<file path="src/rtl/btb_predictor_if.sv">
// Fetch-side lookup and execute-side update bus of the branch target buffer.
interface btb_predictor_if;
    logic [31:0] i_pc_IF;
    logic        o_pred_taken;
    logic [31:0] o_pred_target;
    logic        i_upd_vld;
    logic [31:0] i_upd_pc;
    logic        i_upd_taken;
    logic [31:0] i_upd_target;
    logic        i_upd_pred_taken;
    logic [31:0] i_upd_pred_target;
    logic        o_mispred;
    logic [31:0] o_mispred_cnt;
    logic [31:0] o_hit_cnt;

    // Predictor side
    modport slave (
        input  i_pc_IF, i_upd_vld, i_upd_pc, i_upd_taken, i_upd_target,
               i_upd_pred_taken, i_upd_pred_target,
        output o_pred_taken, o_pred_target, o_mispred, o_mispred_cnt, o_hit_cnt
    );

    // Pipeline side
    modport master (
        output i_pc_IF, i_upd_vld, i_upd_pc, i_upd_taken, i_upd_target,
               i_upd_pred_taken, i_upd_pred_target,
        input  o_pred_taken, o_pred_target, o_mispred, o_mispred_cnt, o_hit_cnt
    );
endinterface

</file>
<file path="src/rtl/btb_predictor.sv">
// Direct-mapped branch target buffer with 2-bit saturating direction counters.
// Lookup is combinational off the registered table; one update per cycle.
module btb_predictor #(
    parameter int ENTRIES = 16,
    parameter int IDX_W   = $clog2(ENTRIES)
) (
    input  logic           i_clk,
    input  logic           i_reset,
    btb_predictor_if.slave bus
);
    localparam int TAG_W = 30 - IDX_W;

    logic [ENTRIES-1:0] valid;
    logic [TAG_W-1:0]   tag    [ENTRIES];
    logic [31:0]        target [ENTRIES];
    logic [1:0]         ctr    [ENTRIES];

    logic [31:0] mispred_cnt;
    logic [31:0] hit_cnt;

    // Word-aligned PCs: the two low bits carry no index or tag information
    logic unused_pc_lsbs;
    assign unused_pc_lsbs = ^{bus.i_pc_IF[1:0], bus.i_upd_pc[1:0]};

    // Lookup path
    logic [IDX_W-1:0] l_idx;
    logic [TAG_W-1:0] l_tag;
    logic             l_hit;
    logic             l_taken;

    assign l_idx   = bus.i_pc_IF[IDX_W+1:2];
    assign l_tag   = bus.i_pc_IF[31:IDX_W+2];
    assign l_hit   = valid[l_idx] && (tag[l_idx] == l_tag);
    assign l_taken = l_hit && ctr[l_idx][1];

    assign bus.o_pred_taken  = l_taken;
    assign bus.o_pred_target = l_taken ? target[l_idx] : bus.i_pc_IF + 32'd4;

    // Update path
    logic [IDX_W-1:0] u_idx;
    logic [TAG_W-1:0] u_tag;
    logic             u_hit;
    logic             mispred;

    assign u_idx = bus.i_upd_pc[IDX_W+1:2];
    assign u_tag = bus.i_upd_pc[31:IDX_W+2];
    assign u_hit = valid[u_idx] && (tag[u_idx] == u_tag);

    // Direction wrong, or taken to a different place than predicted
    assign mispred = bus.i_upd_vld &&
                     ((bus.i_upd_pred_taken != bus.i_upd_taken) ||
                      (bus.i_upd_taken && (bus.i_upd_pred_target != bus.i_upd_target)));

    assign bus.o_mispred     = mispred;
    assign bus.o_mispred_cnt = mispred_cnt;
    assign bus.o_hit_cnt     = hit_cnt;

    // Table write: train on hit, allocate only on a taken miss
    always_ff @(posedge i_clk or negedge i_reset) begin
        if (!i_reset) begin
            valid <= '0;
            for (int i = 0; i < ENTRIES; i++) begin
                tag[i]    <= '0;
                target[i] <= '0;
                ctr[i]    <= 2'b01;
            end
        end else if (bus.i_upd_vld) begin
            if (u_hit) begin
                if (bus.i_upd_taken) begin
                    ctr[u_idx]    <= (ctr[u_idx] == 2'b11) ? 2'b11 : ctr[u_idx] + 2'd1;
                    target[u_idx] <= bus.i_upd_target;
                end else begin
                    ctr[u_idx]    <= (ctr[u_idx] == 2'b00) ? 2'b00 : ctr[u_idx] - 2'd1;
                end
            end else if (bus.i_upd_taken) begin
                valid[u_idx]  <= 1'b1;
                tag[u_idx]    <= u_tag;
                target[u_idx] <= bus.i_upd_target;
                ctr[u_idx]    <= 2'b10;
            end
        end
    end

    // Statistics counters, free-running with natural wrap
    always_ff @(posedge i_clk or negedge i_reset) begin
        if (!i_reset) begin
            mispred_cnt <= '0;
            hit_cnt     <= '0;
        end else begin
            if (mispred)                  mispred_cnt <= mispred_cnt + 32'd1;
            if (bus.i_upd_vld && u_hit)   hit_cnt     <= hit_cnt + 32'd1;
        end
    end
endmodule

</file>
<file path="src/flat_wrapper.sv">
// flat-port wrapper written by rule: the top's interface ports become plain ports
module btb_predictor_flat 
#(
    parameter int ENTRIES = 16,
    parameter int IDX_W   = $clog2(ENTRIES)
)
  (i_clk, i_reset, bus_i_pc_IF, bus_i_upd_vld, bus_i_upd_pc, bus_i_upd_taken, bus_i_upd_target, bus_i_upd_pred_taken, bus_i_upd_pred_target, bus_o_pred_taken, bus_o_pred_target, bus_o_mispred, bus_o_mispred_cnt, bus_o_hit_cnt);
  btb_predictor_if bus_i ();
  input  logic i_clk;
  input  logic i_reset;
  input wire logic [$bits(bus_i.i_pc_IF)-1:0] bus_i_pc_IF;
  input wire logic [$bits(bus_i.i_upd_vld)-1:0] bus_i_upd_vld;
  input wire logic [$bits(bus_i.i_upd_pc)-1:0] bus_i_upd_pc;
  input wire logic [$bits(bus_i.i_upd_taken)-1:0] bus_i_upd_taken;
  input wire logic [$bits(bus_i.i_upd_target)-1:0] bus_i_upd_target;
  input wire logic [$bits(bus_i.i_upd_pred_taken)-1:0] bus_i_upd_pred_taken;
  input wire logic [$bits(bus_i.i_upd_pred_target)-1:0] bus_i_upd_pred_target;
  output wire logic [$bits(bus_i.o_pred_taken)-1:0] bus_o_pred_taken;
  output wire logic [$bits(bus_i.o_pred_target)-1:0] bus_o_pred_target;
  output wire logic [$bits(bus_i.o_mispred)-1:0] bus_o_mispred;
  output wire logic [$bits(bus_i.o_mispred_cnt)-1:0] bus_o_mispred_cnt;
  output wire logic [$bits(bus_i.o_hit_cnt)-1:0] bus_o_hit_cnt;
  assign bus_i.i_pc_IF = bus_i_pc_IF;
  assign bus_i.i_upd_vld = bus_i_upd_vld;
  assign bus_i.i_upd_pc = bus_i_upd_pc;
  assign bus_i.i_upd_taken = bus_i_upd_taken;
  assign bus_i.i_upd_target = bus_i_upd_target;
  assign bus_i.i_upd_pred_taken = bus_i_upd_pred_taken;
  assign bus_i.i_upd_pred_target = bus_i_upd_pred_target;
  assign bus_o_pred_taken = bus_i.o_pred_taken;
  assign bus_o_pred_target = bus_i.o_pred_target;
  assign bus_o_mispred = bus_i.o_mispred;
  assign bus_o_mispred_cnt = bus_i.o_mispred_cnt;
  assign bus_o_hit_cnt = bus_i.o_hit_cnt;
  btb_predictor #(.ENTRIES(ENTRIES), .IDX_W(IDX_W)) u_core (.i_clk(i_clk), .i_reset(i_reset), .bus(bus_i));
endmodule
</file>
<file path="config.mk">
export PLATFORM = sky130hd
export DESIGN_NAME = btb_predictor_flat
export DESIGN_NICKNAME = d
export VERILOG_FILES = /design/src/rtl/btb_predictor_if.sv /design/src/rtl/btb_predictor.sv /design/src/flat_wrapper.sv
export SDC_FILE = /design/constraint.sdc
export NUM_CORES = 2
export LEC_CHECK = 0
export CORE_MARGIN = 8
export CORE_UTILIZATION = 55
export DETAILED_ROUTE_END_ITERATION = 6
export GPL_TIMING_DRIVEN = 0
export PLACE_DENSITY = 0.82
export SETUP_SLACK_MARGIN = 0.2
export SLEW_MARGIN = 0
export SYNTH_ARGS = -nofsm -noshare
export SYNTH_HDL_FRONTEND = slang
export SYNTH_SLANG_ARGS = --single-unit
</file>
<file path="constraint.sdc">
create_clock -name i_clk -period 10.74 [get_ports i_clk]
set_input_delay 2.148 -clock i_clk [delete_from_list [all_inputs] [get_ports i_clk]]
set_output_delay 2.148 -clock i_clk [all_outputs]
set_load 0.05 [all_outputs]
</file>
==> results_dict.tcl <==
set metrics [dict create \
    outcome "finished with violations" \
    violations "capacitance limit, slew limit" \
    cts-root-buf "clkbuf_16" \
    place_congestion 1.02 \
    grt_overflow 0 \
    path_class "input pin to output pin" \
    syn_avg_cell_area_um2 14.6 \
    post-route-period-util_pct 98.8 \
    ys.warnings.count 0 \
    synth_edf_count 0 \
    tns_ps 0 \
    async_reset_ff_share_pct 100 \
    start_kind "input pin" \
    cts_sinks 1040 \
    synth_top_cell_area_share_pct 47.5 \
    nFillCells 7072 \
    maxSlewViolCount 11 \
    wirelength_mm 174 \
    ys_types 76 \
    peakVddDrop_v 0.000145 \
    yosysSeqAreaShare_pct 48.3 \
    path_cells "clkdlybuf4s50_1 -> clkbuf_2 -> clkbuf_2 -> clkbuf_1 -> clkbuf_1 -> and4_1 -> nand3_1 -> nor2_1 -> nand2_1 -> nor2_1 -> nand2_1 -> xnor2_1 -> mux2_2 -> clkdlybuf4s50_1" \
    initial_core_util_pct 55.1 \
    io_pins 231 \
    maxCapViolations 2 \
    first_pass_iters 5 \
    grt_first_pass_wirelength_mm 255 \
    final.min_clock_period_ps 10610 \
    clkTransAtPathRegs_ps 60 \
    cp-end-kind "output pin" \
    hold_viol_final 0 \
    yosysTopAreaCell "dfrtp_1" \
    synthTopCellsByCount "dfrtp_1 (1024), mux2_2 (707), mux4_2 (368)" \
    die_y_um 329 \
    core_um2 97800 \
    dp_hpwl_mm 121 \
    synth_flop_cell "dfrtp_1" \
    drive_gt1_share_pct 35.1 \
    clk_path_buf_depth 3 \
    grtUsageTotal_pct 31.8 \
    cts_tree "built" \
    syn_to_final_growth_pct 14.3 \
    wl_per_cell_um 32.1 \
    io_buffers 211 \
    antenna_found_initial 10 \
    final_nets 4157 \
    rsz0062_at_grt "no" \
    numCtsBuffers 108 \
    row_count 115 \
    cp.required_ps 8590 \
    drc 0 \
    synth_nets 3827 \
    drt_iter0_drc 4405 \
    hold_path_class "register to register" \
    netlist_area_um2 53900 \
    slew_headroom_pct -2.83 \
    postSynthCellCount 3691 \
    vias 37200 \
    skew_ps 64.0 \
    synth_area_leaders "dfrtp_1 (48%), mux4_2 (15%), mux2_2 (15%)" \
    ant_nets 0 \
    regArea_um2 26000 \
    max_freq_ghz 0.0942 \
    worst-endpoint-arrival_ps 8460 \
    die_area_um2 108000 \
    tightestPinTransition_ps 1540 \
    holdBufCountCts 0 \
    synth_seq_cells 1040 \
    utilization_pct 63.0 \
    post-synth-top-count-cell "dfrtp_1" \
    cp_slowest_cell "clkdlybuf4s50_1" \
    htree_num_levels 3 \
    grt_max_degree 172 \
    setup_viol_count_final 0 \
    clk_latency_ps 740 \
    grt_pass1_vias 37900 \
    leakage_nw 26.7 \
    cellPowerDensity_nw_per_um2 184 \
    die_x_um 329 \
    slowest_delay_ps 840 \
    multiInputGateArea_um2 26200 \
    cp_max_fo 11 \
    avgViaCountPerCell 6.88 \
]
==> power by group <==
group | switching [mW] | total [mW] | internal [mW] | leakage [nW]
Combinational | 1.05 | 2.26 | 1.21 | 11.5
Sequential | 0.485 | 5.12 | 4.64 | 13.3
Clock | 1.65 | 3.94 | 2.29 | 1.83
==> path summary, 6_finish.rpt <==
path / slack [ps] / cells past startpoint / from / to
hold / removal: 470 / 1 / u_core.bus.o_hit_cnt[31] / u_core.bus.o_hit_cnt[31]
hold reg to reg: 470 / 1 / u_core.bus.o_hit_cnt[31] / u_core.bus.o_hit_cnt[31]
setup reg to reg: 6110 / 10 / u_core.tag[214] / u_core.tag[10]
setup / recovery: 130 / 14 / bus_i_pc_IF[4] / bus_o_pred_target[30]
min in group asynchronous: 1390 / 1 / i_reset / u_core.target[300]
max in group asynchronous: 6690 / 4 / i_reset / u_core.tag[307]
==> per-layer routing <==
layer	track usage, %	part of all wire (%)
met4	16.2	5.7
met3	11.5	13
met1	42.1	38
met5	0	0.039
met2	46.5	44
==> flip-flops by register name, indices dropped and copies added, names as in the netlist <==
| register | count |
|---|---|
| u_core.target | 512 |
| u_core.tag | 416 |
| u_core.bus.o_mispred_cnt | 32 |
| u_core.valid | 16 |
| u_core.bus.o_hit_cnt | 32 |
| u_core.ctr | 32 |
==> cell type report <==
| cell class | instances | area share [%] |
|---|---|---|
| Antenna cell | 7 | 0.0284 |
| Buffer | 322 | 2.63 |
| Clock buffer | 155 | 5.06 |
| Clock inverter | 45 | 0.999 |
| Inverter | 24 | 0.146 |
| Multi-Input combinational cell | 2305 | 42.5 |
| Sequential cell | 1040 | 42.3 |
| Tap cell | 1287 | 2.61 |
| Timing Repair Buffer | 220 | 3.75 |
==> worst max-delay path, delay by kind of cell <==
family	cells	cell delay, ps
simple gates	6	1730
xor+xnor	1	240
buf+inv	6	4120
mux	1	200
==> cell families after synthesis <==
family	share of synthesized area (%)
AND/OR/NAND/NOR	4.56
multiplexers	37.6
XOR/XNOR	2.75
flip-flops	48.3
AO/OA/AOI/OAI	3.62
adder cells (fa/ha/maj)	0.107
buffers and inverters	3.11
==> timing repair <==
action	CTS	global route
setup endpoints to repair	33	32
setup buffers	3	0
gates resized for setup	12	19
cloned	0	0
pin swaps	2	1
==> per-stage QoR <==
step           hold WS [ps]  power, mW  instance area, um2  setup slack [ps]  cells
5_1_grt                 475       11.7               61600               210   5399
4_1_cts                 470       11.3               61600               204   5398
6_report                471       11.3               61600               128   5405
3_5_place_dp            462       7.36               57800             -1140   5195
3_3_place_gp            456       7.27               57600            -38860   5189
2_1_floorplan           451       6.54               53900              2640   3691
==> cells in the final DEF (no fill, tap or decap), types with 13 or more instances in the layout <==
master,Yosys,layout
nand3_1,56,56
buf_6,29,29
nand2b_1,34,34
mux2i_1,99,99
clkdlybuf4s50_1,0,210
and3_1,33,33
nand2_1,113,113
mux4_2,368,368
xor2_1,110,110
xnor2_1,59,59
clkinv_2,0,22
o21ba_2,13,13
o21ai_0,32,32
dfstp_2,16,16
inv_1,22,22
o31ai_4,16,16
clkbuf_16,0,108
mux2_2,707,707
buf_2,38,37
clkbuf_8,0,24
buf_1,33,27
dfrtp_1,1024,1024
nor2_1,60,60
and2_1,17,17
o41ai_1,13,13
buf_4,30,33
a22oi_1,22,22
nor4_1,52,52
nand4_1,29,29
mux2_1,267,267
a21oi_1,21,21
clkbuf_1,192,206
Note: power is estimated with default switching activity, not from simulation.
